$ cat src/rtl/mux_select_arbiter.sv
// mux_select_arbiter: round-robin arbiter driving the select and one-hot grant of an 8:1 datapath mux.
// Optional stall timeout with err pulse is enabled by defining ARB_TIMEOUT_EN.
`default_nettype none

module mux_select_arbiter #(
   parameter int MAX_HOLD = 4
`ifdef ARB_TIMEOUT_EN
   ,
   parameter int TIMEOUT  = 16
`endif
) (
   input  logic       clk,
   input  logic       rst_n,
   input  logic [7:0] req_i,
   input  logic [7:0] lock_i,
   input  logic       out_ready_i,
   output logic [7:0] grant_o,
   output logic [2:0] sel_o,
   output logic       out_valid_o
`ifdef ARB_TIMEOUT_EN
   ,
   output logic       err_o
`endif
);

   localparam logic [0:0] S_IDLE  = 1'b0;
   localparam logic [0:0] S_GRANT = 1'b1;
   localparam logic [4:0] C_MAX_HOLD = 5'(MAX_HOLD);

   logic [0:0] state_q, state_d;
   logic [2:0] sel_q, sel_d;
   logic [7:0] grant_q, grant_d;
   logic [2:0] rr_ptr_q, rr_ptr_d;
   logic [3:0] hold_cnt_q, hold_cnt_d;

   logic       w_in_grant;
   logic       w_valid;
   logic       w_xfer;
   logic [4:0] w_hold_inc;
   logic       w_keep;
   logic       w_timeout;
   logic       w_release;
   logic [2:0] w_start;
   logic [7:0] w_vec;
   logic [2:0] w_idx;
   logic       w_found;
   logic [2:0] w_win;

   assign w_in_grant = (state_q == S_GRANT);
   assign w_valid    = w_in_grant & req_i[sel_q];
   assign w_xfer     = w_valid & out_ready_i;
   assign w_hold_inc = {1'b0, hold_cnt_q} + 5'd1;
   assign w_keep     = lock_i[sel_q] & (w_hold_inc < C_MAX_HOLD);
   assign w_release  = w_in_grant & ((w_xfer & ~w_keep) | ~req_i[sel_q] | w_timeout);

`ifdef ARB_TIMEOUT_EN
   localparam logic [7:0] C_TIMEOUT_M1 = 8'(TIMEOUT - 1);

   logic [7:0] stall_cnt_q, stall_cnt_d;
   logic       err_q;
   logic       w_stall;

   assign w_stall   = w_valid & ~out_ready_i;
   assign w_timeout = w_stall & (stall_cnt_q == C_TIMEOUT_M1);

   always_comb begin
      stall_cnt_d = stall_cnt_q + 8'd1;
      if (w_release || !w_stall) begin
         stall_cnt_d = 8'd0;
      end
   end

   always_ff @(posedge clk or negedge rst_n) begin
      if (!rst_n) begin
         stall_cnt_q <= 8'd0;
         err_q       <= 1'b0;
      end else begin
         stall_cnt_q <= stall_cnt_d;
         err_q       <= w_timeout;
      end
   end

   assign err_o = err_q;
`else
   assign w_timeout = 1'b0;
`endif

   // While granted, the search starts just past the current owner and skips it,
   // so a releasing grantee is only re-granted when nobody else is waiting.
   assign w_start = w_in_grant ? 3'(sel_q + 3'd1) : rr_ptr_q;
   assign w_vec   = w_in_grant ? (req_i & ~grant_q) : req_i;

   always_comb begin
      w_found = 1'b0;
      w_win   = 3'd0;
      w_idx   = 3'd0;
      for (int k = 0; k < 8; k++) begin
         w_idx = 3'(w_start + 3'(k));
         if (!w_found && w_vec[w_idx]) begin
            w_found = 1'b1;
            w_win   = w_idx;
         end
      end
   end

   always_comb begin
      state_d    = state_q;
      sel_d      = sel_q;
      grant_d    = grant_q;
      rr_ptr_d   = rr_ptr_q;
      hold_cnt_d = hold_cnt_q;
      case (state_q)
         S_IDLE: begin
            if (w_found) begin
               state_d    = S_GRANT;
               sel_d      = w_win;
               grant_d    = 8'(8'd1 << w_win);
               hold_cnt_d = 4'd0;
            end
         end
         default: begin
            if (w_release) begin
               rr_ptr_d   = 3'(sel_q + 3'd1);
               hold_cnt_d = 4'd0;
               if (w_found) begin
                  sel_d   = w_win;
                  grant_d = 8'(8'd1 << w_win);
               end else if (!(req_i[sel_q] && !w_timeout)) begin
                  state_d = S_IDLE;
                  grant_d = 8'd0;
               end
            end else if (w_xfer) begin
               hold_cnt_d = w_hold_inc[3:0];
            end
         end
      endcase
   end

   always_ff @(posedge clk or negedge rst_n) begin
      if (!rst_n) begin
         state_q    <= S_IDLE;
         sel_q      <= 3'd0;
         grant_q    <= 8'd0;
         rr_ptr_q   <= 3'd0;
         hold_cnt_q <= 4'd0;
      end else begin
         state_q    <= state_d;
         sel_q      <= sel_d;
         grant_q    <= grant_d;
         rr_ptr_q   <= rr_ptr_d;
         hold_cnt_q <= hold_cnt_d;
      end
   end

   assign grant_o     = grant_q;
   assign sel_o       = sel_q;
   assign out_valid_o = w_valid;

endmodule

`default_nettype wire

$ cat config.mk
export PLATFORM = sky130hd
export DESIGN_NAME = mux_select_arbiter
export DESIGN_NICKNAME = d
export VERILOG_FILES = /design/src/rtl/mux_select_arbiter.sv
export SDC_FILE = /design/constraint.sdc
export NUM_CORES = 1
export LEC_CHECK = 0
export ABC_AREA = 1
export ABC_CLOCK_PERIOD_IN_PS = 3900
export CAP_MARGIN = 0
export CORE_UTILIZATION = 45
export CTS_CLUSTER_SIZE = 8
export DETAILED_ROUTE_END_ITERATION = 10
export GPL_TIMING_DRIVEN = 0
export PLACE_DENSITY = 0.65
export SLEW_MARGIN = 20
export SYNTH_ARGS = -nofsm -noshare
export SYNTH_HDL_FRONTEND = slang
export SYNTH_SLANG_ARGS = --single-unit
$ cat constraint.sdc
create_clock -name clk -period 3.9 [get_ports clk]
set_input_delay 0.78 -clock clk [delete_from_list [all_inputs] [get_ports clk]]
set_output_delay 0.78 -clock clk [all_outputs]
set_load 0.005 [all_outputs]
* After elaboration in Yosys (flattened, before gate mapping)
Cells that the tools add are included.
** Word-level totals
- Register bits :: 19
- Bits of input ports :: 19
- Output and inout bits :: 12
- Logic and storage cells :: 111
** Operators by class
- $add $sub $neg :: 9
- Magnitude comparators :: 10
- Equal/unequal tests :: 3
- Shift operators :: 1
- Muxes and demuxes :: 55
- Bitwise logic cells :: 10
- Reduce and logical (&&, ||, !) cells :: 18
** Operators with widths (number)
- $mux 8 :: 6
- $lt 3x4->1 const B :: 9
- $mux 3 :: 12
- $bmux 1 s3 :: 10
- $mux 1 :: 23
- $mux 4 :: 4
- $add 3x3->3 const B :: 4
- $and 8x8->8 :: 1
- $not 8->8 :: 1
- $shl 1x3->8 const A :: 1
- $logic_and 1x1->1 :: 7
- $logic_not 1->1 :: 7
- $add 3x1->3 const B :: 2
- $add 3x2->3 const B :: 2
- $add 4x1->5 const B :: 1
- $and 1x1->1 :: 5
- $lt 5x3->1 const B :: 1
- $reduce_and 2->1 :: 2
- $ne 3x1->1 const B :: 1
- $ne 3x3->1 const B :: 1
- $reduce_and 3->1 :: 1
- $ne 2x1->1 const B :: 1
- $not 1->1 :: 2
- $reduce_bool 2->1 :: 1
- $or 1x1->1 :: 1

* Logic depth before layout (Yosys ltp)
- Depth in word-level cells :: 31
- Gate-level depth with buffers :: 23
- Gate-level depth less buffers :: 22

* Worst setup path after synthesis
Ideal clock, no wire load.
- Kind :: register -> register
- Start :: register sel_q[0] (netlist: sel_o[0])
- End :: register grant_q[1] (netlist: grant_o[1])
- Library setup time :: 116 ps
- Data arrival time :: 2692 ps
- Required time :: 3784 ps
- Setup slack :: 1092 ps
- Cell stages (with the launch flop) :: 21
- Buffers on the path :: 1
- Clock period less this slack :: 2808 ps
- Path through :: dfrtp_1 -> ha_1 -> nand2_1 -> o21ai_2 -> buf_4 -> ha_1 -> inv_1 -> nand3_1 -> nand2_1 -> nand2_1 -> nand2_1 -> nor2_4 -> nand4_2 -> nor2_4 -> nand2_4 -> o21bai_4 -> inv_2 -> nand2_1 -> inv_1 -> nand2_1 -> nand2_1
** On the way
- Longest elaborated chain between the ends :: 30
- Elaborated cells on any way between the ends :: 76
- Classes of those cells :: add/sub (8); eq/ne (2); shift (1); mux (41); bitwise (8); reduce/logical (16)
** RTL lines
- from (decl) :: RTL line 31 : logic [2:0] sel_q, sel_d;
- from (signal assigned) :: RTL line 148 : sel_q <= sel_d;
- branches (longest 30 deep; another with $add 3x1->3)
- to (signal assigned) :: RTL line 149 : grant_q <= grant_d;
- to (decl) :: RTL line 32 : logic [7:0] grant_q, grant_d;
Several ways; the timed one is not identified. The select of a mux whose other input is x is not followed.
A chain may end at the register's enable or synchronous reset.

* Final worst setup path
- Start :: register sel_q[1] (netlist: sel_o[1])
- End :: register grant_q[6] (netlist: grant_o[6])
Same word-level chain as after synthesis.

==> summary.md <==
| Metric | Value |
|---|---|
| Footprint of the multi-input gates | `1411 um2` |
| Post-layout minimum cycle time | `3.305 ns` |
| Fin Setup TNS | `0 ns` |
| Clock transition at the registers of the reported paths | `0.08 ns` |
| Final-report max-slew violation count | `0` |
| CP Data Required Time | `4.05 ns` |
| Most frequent cell after synthesis | `sky130_fd_sc_hd__nand2_1` |
| Total of max-cap violations | `0` |
| I/O pin total | `31` |
| Sequential Area | `475.5 um2` |
| Sequential-to-total area share from yosys stat | `22.81%` |
| Final routed wire length divided by cell count | `13.50 um` |
| I/O Buffers | `30` |
| Via total after detailed routing | `2270` |
| Deepest clock path buffer count | `2` |
| Combined area of all synthesized cells | `2084 um2` |
| Setup fix buffers added after clock tree synthesis | `0` |
| Fmax | `302.6 MHz` |
| Seq cells post-synth | `19` |
| Post-detailed-placement half-perimeter wirelength | `4785 um` |
| Arrival time of the worst setup path | `3.46 ns` |
| Outcome | `finished, final reports clean` |
| Primary flip-flop cell chosen by synthesis mapping | `sky130_fd_sc_hd__dfrtp_1` |
| Post-synth net total | `373` |
| Final setup vio count | `0` |
| Area Overhead vs Synth | `19.75%` |
| Floorplan die area | `4908 um2` |
| Clock buffers created by TritonCTS | `3` |
| Hold buffer count at CTS | `0` |
| Worst Skew | `0.008489 ns` |
| Critical path peak fanout | `10` |
| Post-cts resize count | `0` |
| Final-report hold violation count | `0` |
| Drt total wl | `5884 um` |
| TritonCTS clock tree | `yes` |
| Clk_lat worst skew | `0.26 ns` |
| Commonest cells post-synth | `153 x sky130_fd_sc_hd__nand2_1, 39 x sky130_fd_sc_hd__nand3_1, 29 x sky130_fd_sc_hd__inv_1, 24 x sky130_fd_sc_hd__nor2_1, 19 x sky130_fd_sc_hd__dfrtp_1` |
| Die height | `70.06 um` |
| EDFF count, synth | `0` |
| Remaining global-route overflow | `0` |
| Total length of routed met2 wires | `2787 um` |
| DRC violation count after routing | `0` |
| Clk Tree Root Cell | `sky130_fd_sc_hd__clkbuf_8` |
| Post-synthesis average cell area | `5.956 um2` |
| Library cell occupying the most area in the post-synthesis netlist | `sky130_fd_sc_hd__nand2_1` |
| Filler instances | `443` |
| First DRT Iteration DRCs | `146` |
| Worst Path Class, Setup | `reg -> reg` |
| Global router's overall resource usage | `26.15%` |
| Worst slew pin tran | `0.9133 ns` |
| Final cell count without fillers | `436` |
| Post-Synthesis Cells | `350` |
| Final Net Count | `408` |
| Fraction of registers with async set or reset after synthesis | `100.0%` |
| DRT antenna net count | `0` |
| Critical path capture point type | `flip-flop` |
| Post-route worst hold slack | `0.5042 ns` |
| Pin count of the biggest net entering global routing | `20` |
| Cell variety after synth | `28` |
| Worst hold path class | `reg -> reg` |
| Global-route wire length before repair | `10290 um` |
| Chip Width | `70.06 um` |
| Met1 WL | `2795 um` |
| Synth Warn # | `0` |
| Uppermost layer routed | `met4` |
| # H-tree levels | `1` |
| Kind of start point of the critical path | `flip-flop` |
| Setup repair after global routing missed its margin | `false` |
| Diode insertion count for antenna repair | `0` |
| Final estimated routing congestion in global placement | `0.9214` |
| Number of placement rows | `24` |
| R2r worst-path depth | `20` |
| Clk sink count | `19` |
| Std-Cell Core Area | `4414 um2` |
| Via count of the first global-routing pass | `2201` |
| Layout cells sized above 1 | `11.46%` |
| Most area-consuming cells after synthesis | `sky130_fd_sc_hd__nand2_1 28%, sky130_fd_sc_hd__dfrtp_1 23%, sky130_fd_sc_hd__nand3_1 9.4%` |
| DP Cell Count | `432` |
| Post-route fraction of the period consumed by the critical path | `84.74%` |
| Iteration count of the initial detailed-routing pass | `4` |
| Number of stages on the worst hold path | `1` |
| Max-slew headroom | `38.92%` |
| Mean number of vias per cell | `5.206` |
| Initial antenna violation count | `0` |
| Initial standard-cell utilization of the core | `47.22%` |
| Top cell type's share of synthesized area | `27.55%` |
| Routed length on met3 | `227 um` |
[path summary, 6_finish.rpt]
path                                 end  slack (ns)          start
max                           grant_o[6]        0.60       sel_o[1]
min                        hold_cnt_q[0]        0.50  hold_cnt_q[0]
max reg2reg                   grant_o[6]        0.60       sel_o[1]
min reg2reg                hold_cnt_q[0]        0.50  hold_cnt_q[0]
max in group asynchronous     grant_o[6]        2.31          rst_n
min in group asynchronous  hold_cnt_q[3]        1.02          rst_n
[layout make-up]
cell class,count,area share (%)
Sequential cell,19,19.05
Buffer,7,2.707
Timing Repair Buffer,30,12.03
Tap cell,52,2.607
Clock inverter,1,0.2005
Multi-Input combinational cell,290,56.54
Clock buffer,3,1.654
Inverter,34,5.213
[cells by family (layout without fill, tap and decap cells)]
kind of cell | count (synthesis) | after routing | synth area share, %
flops | 19 | 19 | 22.81
xor+xnor | 1 | 1 | 0.4202
buf+inv | 41 | 75 | 9.483
fa+ha+maj | 4 | 4 | 2.401
compound gates | 33 | 33 | 10.20
simple gates | 252 | 252 | 54.68
[critical path: stages (launching register included)]
cell and delay [ns]:
sky130_fd_sc_hd__dfrtp_1 0.47, sky130_fd_sc_hd__ha_1 0.36, sky130_fd_sc_hd__nand2_1 0.10, sky130_fd_sc_hd__o21ai_2 0.08, sky130_fd_sc_hd__buf_4 0.18, sky130_fd_sc_hd__ha_1 0.40
sky130_fd_sc_hd__inv_1 0.15, sky130_fd_sc_hd__nand3_1 0.11, sky130_fd_sc_hd__nand2_1 0.10, sky130_fd_sc_hd__nand2_1 0.07, sky130_fd_sc_hd__nand2_1 0.11, sky130_fd_sc_hd__nor2_4 0.14
sky130_fd_sc_hd__nand4_2 0.11, sky130_fd_sc_hd__nor2_4 0.20, sky130_fd_sc_hd__nand2_4 0.09, sky130_fd_sc_hd__nor2_4 0.14, sky130_fd_sc_hd__nand2_2 0.08, sky130_fd_sc_hd__nand2_4 0.11
sky130_fd_sc_hd__nor2_1 0.06, sky130_fd_sc_hd__nand3_1 0.06, sky130_fd_sc_hd__nand2_1 0.05
[registers in the layout (all words and copies together), names as in the netlist]
| signal | cells |
|---|---|
| grant_o | 8 |
| hold_cnt_q | 4 |
| rr_ptr_q | 3 |
| sel_o | 3 |
| state_q | 1 |
[routing by layer]
metal	track usage, %	vias to the layer above
met5	0	-
met3	2.886	8
met1	36.06	1023
met2	43.06	45
li1	-	1194
met4	7.556	0
[stage by stage]
step	utilization (%)	worst slack [ns]	area, um2
global placement	55.50	0.6311	2450
finish	56.55	0.5952	2496
CTS	56.55	0.5737	2496
floorplan	-	1.092	2085
detailed placement	55.50	0.6066	2450
global route	56.55	0.1869	2496
[cells in the final DEF (no fill, tap or decap), drive strengths merged]
cell type,instances
nor2,30
nand2,165
inv,34
o21ai,22
xor2,1
a21oi,7
o21bai,1
clkdlybuf4s50,30
clkbuf,3
clkinv,1
buf,7
o221ai,2
nand3b,2
or2,1
ha,4
a31oi,1
dfrtp,19
nand3,42
nand4,12
Power is not shown: default switching activity piles up to over one toggle a cycle in this logic, so the estimate is an artifact.
